$ cat src/rtl/scroll_v_ctrl_if.sv
// Bus between the vertical-scroll controller and its neighbours: debounced controls in, scroll state out.
// score_bcd exists only when SCROLL_BCD_EN is defined.
interface scroll_v_ctrl_if #(
    parameter int Y_W     = 10,
    parameter int SCORE_W = 7,
    parameter int LVL_W   = 2
);
    logic               move_btn;
    logic               pause;
    logic [Y_W-1:0]     y_pos;
    logic [SCORE_W-1:0] score;
    logic [LVL_W-1:0]   level;
    logic               move_followers;
    logic               wrap;
    logic [1:0]         run_state;
`ifdef SCROLL_BCD_EN
    logic [7:0]         score_bcd;
`endif

    modport master (
`ifdef SCROLL_BCD_EN
        input  score_bcd,
`endif
        output move_btn, pause,
        input  y_pos, score, level, move_followers, wrap, run_state
    );

    modport slave (
`ifdef SCROLL_BCD_EN
        output score_bcd,
`endif
        input  move_btn, pause,
        output y_pos, score, level, move_followers, wrap, run_state
    );
endinterface

$ cat src/rtl/scroll_v_ctrl.sv
// Vertical-scroll controller: level-dependent stepping of y_pos per tick, modular wrap, saturating score and level.
// Optional feature macro SCROLL_BCD_EN adds a registered BCD copy of the score on the bus.
module scroll_v_ctrl #(
    parameter int Y_W            = 10,
    parameter int SCREEN_HEIGHT  = 480,
    parameter int TICK_CYCLES    = 100000,
    parameter int SCORE_TICKS    = 100,
    parameter int SCORE_W        = 7,
    parameter int SCORE_MAX      = 99,
    parameter int STEP_MIN       = 1,
    parameter int STEP_MAX       = 4,
    parameter int LEVEL_UP_SCORE = 10,
    parameter int LVL_W          = 2
) (
    input  logic           clk,
    input  logic           reset,
    scroll_v_ctrl_if.slave bus
);
    localparam int CTR_W = $clog2(TICK_CYCLES);
    localparam int TCK_W = (SCORE_TICKS > 1) ? $clog2(SCORE_TICKS) : 1;
    localparam int LC_W  = (LEVEL_UP_SCORE > 1) ? $clog2(LEVEL_UP_SCORE) : 1;

    localparam logic [CTR_W-1:0]   CTR_LAST      = CTR_W'(TICK_CYCLES - 1);
    localparam logic [TCK_W-1:0]   TICK_LAST     = TCK_W'(SCORE_TICKS - 1);
    localparam logic [LC_W-1:0]    LVL_CNT_LAST  = LC_W'(LEVEL_UP_SCORE - 1);
    localparam logic [SCORE_W-1:0] SCORE_CEIL    = SCORE_W'(SCORE_MAX);
    localparam logic [LVL_W-1:0]   LVL_CEIL      = LVL_W'(STEP_MAX - STEP_MIN);
    localparam logic [Y_W:0]       HEIGHT_EXT    = (Y_W + 1)'(SCREEN_HEIGHT);
    localparam logic [Y_W:0]       STEP_BASE_EXT = (Y_W + 1)'(STEP_MIN);

    typedef enum logic [1:0] {
        ST_IDLE  = 2'd0,
        ST_RUN   = 2'd1,
        ST_HOLD  = 2'd2,
        ST_PAUSE = 2'd3
    } state_t;

    state_t             state_r;
    logic [CTR_W-1:0]   ctr_r;
    logic [TCK_W-1:0]   tick_cnt_r;
    logic [LC_W-1:0]    lvl_cnt_r;
    logic [Y_W-1:0]     y_pos_r;
    logic [SCORE_W-1:0] score_r;
    logic [LVL_W-1:0]   level_r;
    logic               move_followers_r;
    logic               wrap_r;

    logic               run_s;
    logic               tick_s;
    logic               point_s;
    logic               grow_s;
    logic               lvl_wrap_s;
    logic [Y_W:0]       step_s;
    logic [Y_W:0]       sum_s;
    logic               wrap_s;
    logic [Y_W-1:0]     y_next_s;

    // Tick/score qualifiers and the next scroll offset with modular wrap
    always_comb begin
        run_s      = bus.move_btn & ~bus.pause;
        tick_s     = run_s & (ctr_r == CTR_LAST);
        point_s    = tick_s & (tick_cnt_r == TICK_LAST);
        grow_s     = point_s & (score_r < SCORE_CEIL);
        lvl_wrap_s = (lvl_cnt_r == LVL_CNT_LAST);
        step_s     = STEP_BASE_EXT + (Y_W + 1)'(level_r);
        sum_s      = {1'b0, y_pos_r} + step_s;
        wrap_s     = (sum_s >= HEIGHT_EXT);
        y_next_s   = sum_s[Y_W-1:0];
        if (wrap_s) begin
            y_next_s = Y_W'(sum_s - HEIGHT_EXT);
        end else begin
            y_next_s = sum_s[Y_W-1:0];
        end
    end

    // Mode tracking; counters key off the live RUN condition, this register reports the settled mode
    always_ff @(posedge clk or negedge reset) begin
        if (!reset) begin
            state_r <= ST_IDLE;
        end else if (bus.pause) begin
            state_r <= ST_PAUSE;
        end else begin
            case (state_r)
                ST_IDLE:  state_r <= bus.move_btn ? ST_RUN : ST_IDLE;
                ST_RUN:   state_r <= bus.move_btn ? ST_RUN : ST_HOLD;
                ST_HOLD:  state_r <= bus.move_btn ? ST_RUN : ST_HOLD;
                ST_PAUSE: state_r <= bus.move_btn ? ST_RUN : ST_HOLD;
                default:  state_r <= ST_IDLE;
            endcase
        end
    end

    // Tick period counter, scroll position and the per-tick pulses
    always_ff @(posedge clk or negedge reset) begin
        if (!reset) begin
            ctr_r            <= '0;
            tick_cnt_r       <= '0;
            y_pos_r          <= '0;
            move_followers_r <= 1'b0;
            wrap_r           <= 1'b0;
        end else begin
            move_followers_r <= tick_s;
            wrap_r           <= tick_s & wrap_s;
            if (tick_s) begin
                ctr_r   <= '0;
                y_pos_r <= y_next_s;
                if (point_s) begin
                    tick_cnt_r <= '0;
                end else begin
                    tick_cnt_r <= tick_cnt_r + 1'b1;
                end
            end else if (run_s) begin
                ctr_r <= ctr_r + 1'b1;
            end
        end
    end

    // Saturating score with level progression; everything freezes once the score ceiling is reached
    always_ff @(posedge clk or negedge reset) begin
        if (!reset) begin
            score_r   <= '0;
            lvl_cnt_r <= '0;
            level_r   <= '0;
        end else if (grow_s) begin
            score_r <= score_r + 1'b1;
            if (lvl_wrap_s) begin
                lvl_cnt_r <= '0;
                if (level_r != LVL_CEIL) begin
                    level_r <= level_r + 1'b1;
                end
            end else begin
                lvl_cnt_r <= lvl_cnt_r + 1'b1;
            end
        end
    end

`ifdef SCROLL_BCD_EN
    logic [3:0] bcd_tens_r;
    logic [3:0] bcd_ones_r;

    // Decimal shadow of the score, stepped on the same edge as the binary score
    always_ff @(posedge clk or negedge reset) begin
        if (!reset) begin
            bcd_tens_r <= 4'd0;
            bcd_ones_r <= 4'd0;
        end else if (grow_s) begin
            if (bcd_ones_r == 4'd9) begin
                bcd_ones_r <= 4'd0;
                bcd_tens_r <= bcd_tens_r + 4'd1;
            end else begin
                bcd_ones_r <= bcd_ones_r + 4'd1;
            end
        end
    end

    assign bus.score_bcd = {bcd_tens_r, bcd_ones_r};
`endif

    assign bus.y_pos          = y_pos_r;
    assign bus.score          = score_r;
    assign bus.level          = level_r;
    assign bus.move_followers = move_followers_r;
    assign bus.wrap           = wrap_r;
    assign bus.run_state      = state_r;
endmodule

$ cat src/flat_wrapper.sv
// flat-port wrapper written by rule: the top's interface ports become plain ports
module scroll_v_ctrl_flat 
#(
    parameter int Y_W            = 10,
    parameter int SCREEN_HEIGHT  = 480,
    parameter int TICK_CYCLES    = 100000,
    parameter int SCORE_TICKS    = 100,
    parameter int SCORE_W        = 7,
    parameter int SCORE_MAX      = 99,
    parameter int STEP_MIN       = 1,
    parameter int STEP_MAX       = 4,
    parameter int LEVEL_UP_SCORE = 10,
    parameter int LVL_W          = 2
)
  (clk, reset, bus_move_btn, bus_pause, bus_y_pos, bus_score, bus_level, bus_move_followers, bus_wrap, bus_run_state);
  scroll_v_ctrl_if #(.Y_W(Y_W), .SCORE_W(SCORE_W), .LVL_W(LVL_W)) bus_i ();
  input  logic clk;
  input  logic reset;
  input wire logic [$bits(bus_i.move_btn)-1:0] bus_move_btn;
  input wire logic [$bits(bus_i.pause)-1:0] bus_pause;
  output wire logic [$bits(bus_i.y_pos)-1:0] bus_y_pos;
  output wire logic [$bits(bus_i.score)-1:0] bus_score;
  output wire logic [$bits(bus_i.level)-1:0] bus_level;
  output wire logic [$bits(bus_i.move_followers)-1:0] bus_move_followers;
  output wire logic [$bits(bus_i.wrap)-1:0] bus_wrap;
  output wire logic [$bits(bus_i.run_state)-1:0] bus_run_state;
  assign bus_i.move_btn = bus_move_btn;
  assign bus_i.pause = bus_pause;
  assign bus_y_pos = bus_i.y_pos;
  assign bus_score = bus_i.score;
  assign bus_level = bus_i.level;
  assign bus_move_followers = bus_i.move_followers;
  assign bus_wrap = bus_i.wrap;
  assign bus_run_state = bus_i.run_state;
  scroll_v_ctrl #(.Y_W(Y_W), .SCREEN_HEIGHT(SCREEN_HEIGHT), .TICK_CYCLES(TICK_CYCLES), .SCORE_TICKS(SCORE_TICKS), .SCORE_W(SCORE_W), .SCORE_MAX(SCORE_MAX), .STEP_MIN(STEP_MIN), .STEP_MAX(STEP_MAX), .LEVEL_UP_SCORE(LEVEL_UP_SCORE), .LVL_W(LVL_W)) u_core (.clk(clk), .reset(reset), .bus(bus_i));
endmodule
$ cat config.mk
export PLATFORM = sky130hd
export DESIGN_NAME = scroll_v_ctrl_flat
export DESIGN_NICKNAME = d
export VERILOG_FILES = /design/src/rtl/scroll_v_ctrl_if.sv /design/src/rtl/scroll_v_ctrl.sv /design/src/flat_wrapper.sv
export SDC_FILE = /design/constraint.sdc
export NUM_CORES = 1
export LEC_CHECK = 0
export ABC_AREA = 1
export CORE_MARGIN = 2
export CORE_UTILIZATION = 45
export DETAILED_ROUTE_END_ITERATION = 8
export GPL_TIMING_DRIVEN = 0
export PLACE_DENSITY = 0.77
export REMOVE_ABC_BUFFERS = 1
export SYNTH_ARGS = -nofsm -noshare
export SYNTH_HDL_FRONTEND = slang
export SYNTH_SLANG_ARGS = --single-unit
$ cat constraint.sdc
create_clock -name clk -period 4.1 [get_ports clk]
set_input_delay 0.615 -clock clk [delete_from_list [all_inputs] [get_ports clk]]
set_output_delay 0.615 -clock clk [all_outputs]
set_load 0.02 [all_outputs]
# Word level (Yosys, flattened, before mapping)
# Cells that the tools add are included.
# totals
ff_bits,51
latchBits,0
mem_bits_rw,0
rom_bits,0
in_bits,4
word_cells,45
mem_count,0
# op_classes
add_sub_neg,8
multipliers,0
div_mod_pow,0
n_lt_le_gt_ge,2
n_eq_ne,7
n_shift,0
mux,9
bitwise_logic,6
n_reduce_logical,4
# ops
op,n
$mux 17,2
$add 17x1->17 const B,1
$eq 17x17->1 const B,1
$add 7x1->7 const B,2
$add 10x3->11,1
$ge 11x9->1 const B,1
$mux 10,1
$sub 10x9->10 const B,1
$eq 7x7->1 const B,1
$lt 7x7->1 const B,1
$mux 7,1
$and 1x1->1,5
$add 4x1->4 const B,1
$eq 2x2->1 const B,2
$eq 4x4->1 const B,1
$mux 2,2
$mux 4,1
$pmux 2 s2,1
$add 1x2->3 const A,1
$reduce_and 3->1,1
$reduce_or 3->1,1
$add 2x1->2 const B,1
$eq 2x1->1 const B,1
$logic_not 2->1,1
4 further kinds,4

# Logic depth before layout (Yosys ltp)
# Gate-level depths: netlist (run 1).
# logic_depth
word_depth,6
ltp_mapped,16
ltp_nobuf,16

# Worst setup path after synthesis (run 1)
# Ideal clock, no wire load.
# synth_path
path_kind,register to register
start,"register u_core.level_r[0], in the netlist u_core.bus.level[0]"
end,"register u_core.y_pos_r[7], in the netlist u_core.bus.y_pos[7]"
setup_time_ns,0.117
arrival_time_ns,2.329
required_ns,3.983
slack_ns,1.654
path_stages_with_launch,15
path_buffers,0
period_less_slack_ns,2.446
path_cell_list,dfrtp_1 > inv_1 > ha_1 > fa_1 > nor2_4 > nand3_1 > nand2_2 > inv_2 > ha_1 > a21oi_4 > nand2_4 > nand2_1 > nand2_1 > nand2_1 > nand2_1
# synth_via
elab_chain_cells,4
elab_cells_between_ends,5
classes_between,add/sub: 3; order compare: 1; mux: 1
# synth_lines
item,line,text
start: declaration,scroll_v_ctrl.sv:44,logic [LVL_W-1:0] level_r;
start signal: assignment,scroll_v_ctrl.sv:129,level_r <= level_r + 1'b1;
$add 1x2->3 *,scroll_v_ctrl.sv:65,step_s = STEP_BASE_EXT + (Y_W + 1)'(level_r);
$add 10x3->11 *,scroll_v_ctrl.sv:66,"sum_s = {1'b0, y_pos_r} + step_s;"
$sub 10x9->10 / $ge 11x9->1 (equally long branches),"scroll_v_ctrl.sv:70, scroll_v_ctrl.sv:67",
$mux 10 *,scroll_v_ctrl.sv:69,if (wrap_s) begin
end signal: assignment,scroll_v_ctrl.sv:106,y_pos_r <= y_next_s;
end: declaration,scroll_v_ctrl.sv:42,logic [Y_W-1:0] y_pos_r;
# Every way passes the cells marked *; elsewhere a longest branch is shown, timed or not.
# A chain may end at the register's enable or synchronous reset.

# Worst setup path in the final report (run 1)
# layout_path
start,register u_core.ctr_r[0]
end,"register u_core.level_r[0], in the netlist u_core.bus.level[0]"
# layout_via
elab_chain_cells,5
# layout_lines
item,line,text
start: declaration,scroll_v_ctrl.sv:39,logic [CTR_W-1:0] ctr_r;
start signal: assignment,scroll_v_ctrl.sv:113,ctr_r <= ctr_r + 1'b1;
$eq 17x17->1,scroll_v_ctrl.sv:61,tick_s = run_s & (ctr_r == CTR_LAST);
$and 1x1->1,scroll_v_ctrl.sv:61,
$and 1x1->1,scroll_v_ctrl.sv:62,point_s = tick_s & (tick_cnt_r == TICK_LAST);
$and 1x1->1,scroll_v_ctrl.sv:63,grow_s = point_s & (score_r < SCORE_CEIL);
$reduce_and 3->1 (no source line),n/a,
# No other way between the ends.

==> results of run 1 <==
## Yosys cell counts, types with 6 or more instances
master / n
nand2_2: 6
xor2_1: 15
nand3_1: 27
inv_1: 62
xnor2_1: 7
nor4_1: 6
nor3_1: 9
o21ai_0: 21
nand4_1: 11
nand2_1: 110
ha_1: 7
dfrtp_1: 51
nor2_1: 25
a21oi_1: 10
## stage by stage
step	power [mW]	setup WS (ns)	cells	cell area, um^2
floorplan	0.740	1.65	393	3010
global placement	0.791	0.882	496	3360
detailed placement	0.798	0.790	497	3380
CTS	1.11	1.09	505	3480
global route	1.16	0.737	505	3480
finish	1.10	1.15	505	3480
## how the worst max path moves through the flow
stage / start / end / cells after the start
global route: u_core.ctr_r[0]$_DFFE_PN0P_ / u_core.bus.score[2]$_DFFE_PN0N_ / 10
floorplan: u_core.bus.level[0]$_DFFE_PN0P_ / u_core.bus.y_pos[7]$_DFFE_PN0N_ / 14
global placement: bus_move_btn / u_core.bus.score[2]$_DFFE_PN0N_ / 8
detailed placement: bus_pause / u_core.bus.score[2]$_DFFE_PN0N_ / 9
finish: u_core.ctr_r[0]$_DFFE_PN0P_ / u_core.bus.level[0]$_DFFE_PN0P_ / 10
CTS: u_core.ctr_r[0]$_DFFE_PN0P_ / u_core.bus.score[2]$_DFFE_PN0N_ / 10
## kinds of logic after synthesis
| family | count (synthesis) | share of synthesized area |
|---|---|---|
| AO/OA/AOI/OAI | 40 | 0.0751 |
| XOR/XNOR | 22 | 0.0636 |
| adder cells (fa/ha/maj) | 8 | 0.0355 |
| buffers and inverters | 71 | 0.0908 |
| flip-flops | 51 | 0.421 |
| AND/OR/NAND/NOR | 206 | 0.314 |
## cell type report
cell class | count | area (um^2) | area share
Clock buffer | 6 | 82.6 | 0.0238
Clock inverter | 2 | 16.3 | 0.00468
Inverter | 66 | 250 | 0.0720
Multi-Input combinational cell | 276 | 1480 | 0.425
Sequential cell | 51 | 1280 | 0.367
Tap cell | 77 | 96.3 | 0.0277
Timing Repair Buffer | 27 | 275 | 0.0792
## layer usage
layer	vias up	GRT usage
li1	1336	-
met1	1162	0.233
met2	61	0.318
met3	11	0.0346
met4	0	0.0462
met5	-	0
## sequential cells by signal, indices dropped and copies added (netlist names)
register,cells
u_core.ctr_r,17
u_core.bus.wrap,1
u_core.tick_cnt_r,7
u_core.bus.move_followers,1
u_core.bus.y_pos,10
u_core.bus.run_state,2
u_core.bus.level,2
u_core.bus.score,7
u_core.lvl_cnt_r,4
## power breakdown
| group | switching, mW | internal, mW |
|---|---|---|
| clock network | 0.170 | 0.138 |
| registers | 0.0567 | 0.553 |
| logic | 0.125 | 0.0598 |
## critical path, cell delays in order (launching register included)
cell and delay [ns]:
dfrtp_1 0.40, ha_1 0.19, nand2_1 0.11, nor2_1 0.17
nand4_1 0.10, nor3_1 0.15, nand3_1 0.37, nor3_2 0.94
nand3_1 0.22, nand2_1 0.12, nand2_1 0.06
==> run_results.csv, run 1 <==
group,metric,value,unit
run_status,outcome,"finished, final reports clean",
pwr,irDropWorstVdd,0.178,mV
critical_path,required,4.30,ns
clock_network,clock_latency,0.31,ns
clock_network,clk_path_buf_depth,2,
critical_path,worstSetupStartpointType,"flop",
critical_path,r2r_start,"u_core.ctr_r[0]$_DFFE_PN0P_",
pwr,pwr_density_cell,317,nW/um^2
grt,grt_pass1_vias,2460,
logic_synthesis,synth_edf_count,0,
sta,hold_violations,0,
logic_synthesis,synth.area.top_cells,"dfrtp_1 (42%), nand2_1 (14%), inv_1 (7.7%)",
logic_synthesis,synth_area,3030,um^2
routing,met3_length,342,um
grt,grt_usage,0.183,
grt,grt_max_degree,41,
clock_network,numCtsBuffers,5,
floorplan,die_y,86.1,um
layout,layout_commonest_cell,"nand2_1",
placement,dp_hpwl,4.73,mm
routing,drcViolationCount,0,
floorplan,core,6420,um^2
logic_synthesis,syn_avg_cell_area,7.61,um^2
clock_network,cts_hold_buf,0,
routing,wl_met2,3.12,mm
layout,fin_nets,439,
logic_synthesis,synth-async-reset-ratio,1.00,
sta,slew_violations,0,
placement,io_buffer_count,26,
clock_network,clock-sinks,51,
logic_synthesis,ys_types,34,
sta,finalSetupViolCount,0,
floorplan,rows,29,
logic_synthesis,syn_inst,398,
logic_synthesis,yosys_warnings,0,
critical_path,rrSetupSlack,1.15,ns
pwr,power.leakage,1.67,nW
clock_network,cts_tree,"done",
grt,gr-total-overflow,0,
clock_network,post_cts_buffers,0,
critical_path,cp-end-kind,"flop",
logic_synthesis,synth_top_flop_cell,"dfrtp_1",
critical_path,crit_type,"flop to flop",
floorplan,die_area,7410,um^2
sta,tns,0,ns
critical_path,critPathMaxFanout,20,
clock_network,cts_resized,0,
grt,grt_pass1_wl,11.0,mm
routing,routed_via_density,5.09,
layout,nFillCells,583,
logic_synthesis,synth_top_area_cell,"dfrtp_1",
routing,maxUsedRoutingLayer,"met4",
clock_network,root_buffer,"clkbuf_8",
job,max_cap_violations,0,
critical_path,critPathArrivalTime,3.15,ns
critical_path,reg2reg_depth,10,
sta,worst_pin_slew,1.08,ns
routing,wl_per_cell,12.6,um
sta,layout_min_cycle_time,2.95,ns
grt,antenna_found_initial,0,
logic_synthesis,ys_seq_area_frac,0.421,
routing,ant_nets,0,
critical_path,worstReg2RegEnd,"u_core.bus.level[0]$_DFFE_PN0P_",
layout,fin_util,0.541,
sta,fmax,340,MHz
sta,clock_skew,0.00991,ns
floorplan,ios,27,
sta,rsz0062_at_grt,"false",
floorplan,initial_core_util,0.472,
sta,holdWs,0.179,ns
sta,max-slew-margin-rel,0.277,
placement,gp_congestion,0.914,
routing,drt_iter0_drc,129,
min_path,hold_class,"primary input to asynchronous set/reset pin",
routing,vias,2570,
clock_network,htreeDepth,2,
layout,final_cell_mix,"nand2_1 (110), inv_1 (62), dfrtp_1 (51)",
floorplan,die_w,86.1,um
layout,diodes,0,
logic_synthesis,yosysTopAreaCellShare,0.421,
layout,drive_gt1_frac,0.0701,
routing,wirelength,6.35,mm
routing,wirelength_met1,2.81,mm
clock_network,path_clk_slew,0.09,ns
sta,period_share,0.718,
logic_synthesis,synth_seq_cells,51,
routing,dr.pass1.iters,4,
layout,syn_to_final_growth,14.7,%
Note: power is estimated with default switching activity, not from simulation.
==> run 2, diff against run 1 <==
==> constraint.sdc (replaced) <==
create_clock -name clk -period 2.82 [get_ports clk]
set_input_delay 0.423 -clock clk [delete_from_list [all_inputs] [get_ports clk]]
set_output_delay 0.423 -clock clk [all_outputs]
set_load 0.02 [all_outputs]
==> run_results.csv, run 2 (same netlist as run 1, synthesis figures left out) <==
group,metric,value,unit
pwr,p_seq_frac,0.552,
routing,wl_per_cell,13.0,um
grt,grt_usage,0.183,
layout,largest_reg_flops,17,
grt,grt_pass1_vias,2455,
min_path,holdCritStartpoint,"u_core.bus.run_state[1]$_DFF_PN0_",
critical_path,required,3.03,ns
placement,gp_congestion,0.914,
clock_network,clock-sinks,51,
sta,layout_min_cycle_time,2.50,ns
critical_path,crit_type,"flop to flop",
grt,gr-total-overflow,0,
critical_path,crit_top_cell,"nand2_1",
sta,fmax,399,MHz
critical_path,rrSetupSlack,0.32,ns
routing,ant_nets,0,
critical_path,r2r_start,"u_core.bus.level[0]$_DFFE_PN0P_",
floorplan,initial_core_util,0.472,
sta,period_share,0.888,
clock_network,clk_path_buf_depth,2,
pwr,swShare,0.319,
pwr,irDropWorstVdd,0.264,mV
sta,max-slew-margin-rel,0.607,
sta,finalSetupViolCount,0,
routing,routed_via_density,5.12,
critical_path,slowest_stage,"dfrtp_1",
routing,wirelength,6.58,mm
clock_network,root_buffer,"clkbuf_8",
pwr,clock_power_share,0.281,
layout,drive_gt1_frac,0.0767,
floorplan,die_y,86.1,um
min_path,hold_class,"flop to flop",
layout,fin_nets,441,
floorplan,die_area,7410,um^2
pwr,total_power,1.61,mW
job,max_cap_violations,0,
critical_path,path_cells,"inv_1 -> ha_1 -> fa_2 -> nor2_4 -> nand3_1 -> nand2_2 -> inv_2 -> ha_1 -> a21oi_4 -> nand2_4 -> nand2_1 -> nand2_1 -> nand2_1 -> nand2_1",
min_path,min_to,"u_core.bus.run_state[1]$_DFF_PN0_",
clock_network,cts_tree,"done",
pwr,pwr_density_cell,457,nW/um^2
clock_network,post_cts_buffers,0,
placement,dp_hpwl,4.73,mm
sta,worst_pin_slew,0.581,ns
floorplan,core,6420,um^2
clock_network,numCtsBuffers,5,
pwr,p_int,1.09,mW
critical_path,worstSetupStartpointType,"flop",
sta,slew_violations,0,
critical_path,critPathMaxFanout,5,
sta,clock_skew,0.0104,ns
layout,top_register,"u_core.ctr_r",
layout,diodes,0,
floorplan,ios,27,
placement,dp.cells,497,
pwr,power.leakage,1.68,nW
pwr,comb_power_share,0.167,
sta,rsz0062_at_grt,"false",
sta,hold_violations,0,
critical_path,cp-end-kind,"flop",
grt,grt_pass1_wl,11.0,mm
routing,dr.pass1.iters,4,
grt,antenna_found_initial,0,
floorplan,die_w,86.1,um
critical_path,worstReg2RegEnd,"u_core.bus.y_pos[8]$_DFFE_PN0N_",
placement,io_buffer_count,26,
routing,drcViolationCount,0,
clock_network,path_clk_slew,0.10,ns
critical_path,reg2reg_depth,14,
critical_path,critPathArrivalTime,2.72,ns
layout,final_cell_mix,"nand2_1 (110), inv_1 (62), dfrtp_1 (51)",
layout,layout_commonest_cell,"nand2_1",
layout,syn_to_final_growth,16.0,%
pwr,p_sw,0.512,mW
critical_path,critPathMaxStageDelay,0.40,ns
clock_network,htreeDepth,2,
grt,grt_max_degree,41,
floorplan,rows,29,
min_path,hold_depth,2,
layout,stdcell_count,507,
routing,drt_iter0_drc,101,
clock_network,clock_latency,0.31,ns
run_status,outcome,"finished, final reports clean",
routing,vias,2597,
[run 2: changes by cell type in the layout (fill, tap and decap cells not counted)]
cell	before	now
nor3_4	0	2
dlygate4sd3_1	0	1
fa_2	0	1
nand3_1	27	26
fa_1	1	0
nand3_2	2	3
nor3_2	1	0
[run 2: final cells by class]
type	instances	area [um^2]
Clock buffer	6	82.6
Clock inverter	2	16.3
Fill cell	577	2910
Inverter	66	250
Multi-Input combinational cell	277	1510
Sequential cell	51	1280
Tap cell	77	96.3
Timing Repair Buffer	28	285
[run 2: how the worst max path moves through the flow]
stage | endpoint | depth (start not counted) | from
detailed placement | u_core.bus.score[2]$_DFFE_PN0N_ | 9 | bus_pause
finish | u_core.bus.y_pos[8]$_DFFE_PN0N_ | 14 | u_core.bus.level[0]$_DFFE_PN0P_
CTS | u_core.bus.score[2]$_DFFE_PN0N_ | 10 | u_core.ctr_r[0]$_DFFE_PN0P_
global route | u_core.bus.y_pos[9]$_DFFE_PN0N_ | 14 | u_core.bus.level[0]$_DFFE_PN0P_
floorplan | u_core.bus.y_pos[7]$_DFFE_PN0N_ | 14 | u_core.bus.level[0]$_DFFE_PN0P_
global placement | u_core.bus.score[2]$_DFFE_PN0N_ | 8 | bus_move_btn
[run 2: power groups by stage]
stage | clock network, mW | registers, mW | logic, mW
finish | 0.451 | 0.887 | 0.268
global route | 0.481 | 0.897 | 0.312
CTS | 0.457 | 0.885 | 0.267
detailed placement | 0 | 0.898 | 0.263
global placement | 0 | 0.897 | 0.254
floorplan | 0 | 0.879 | 0.196
[run 2: layer usage]
layer  track usage  up-vias  wire length, um
li1              -     1340                -
met1         0.238     1209             2930
met2         0.315       37             3320
met3        0.0346       11              213
met4        0.0462        0              114
met5             0        -                0
[run 2: per-stage QoR]
| stage | setup TNS, ns | setup WS (ns) | area [um^2] | hold WS [ns] | util |
|---|---|---|---|---|---|
| floorplan | 0 | 0.373 | 3010 | 0.127 | - |
| global placement | -10.61 | -0.206 | 3360 | 0.480 | 0.523 |
| detailed placement | -2.33 | -0.298 | 3380 | 0.322 | 0.526 |
| CTS | 0 | 0.100 | 3490 | 0.504 | 0.544 |
| global route | 0 | 0.0335 | 3520 | 0.534 | 0.547 |
| finish | 0 | 0.315 | 3520 | 0.504 | 0.547 |
[run 2: repair_timing]
action,4_1_cts,5_1_grt
gates resized for setup,1,3
pin swaps,0,1
setup endpoints to repair,9,14
hold endpoints to repair,11,0
gates cloned,0,1
hold buffers,1,0
[run 2: worst max-delay path, delay by kind of cell, from the launching register on]
family,cells,cell delay [ns]
simple gates,8,0.74
compound gates,1,0.25
buf+inv,2,0.13
flops,1,0.40
fa+ha+maj,3,0.88
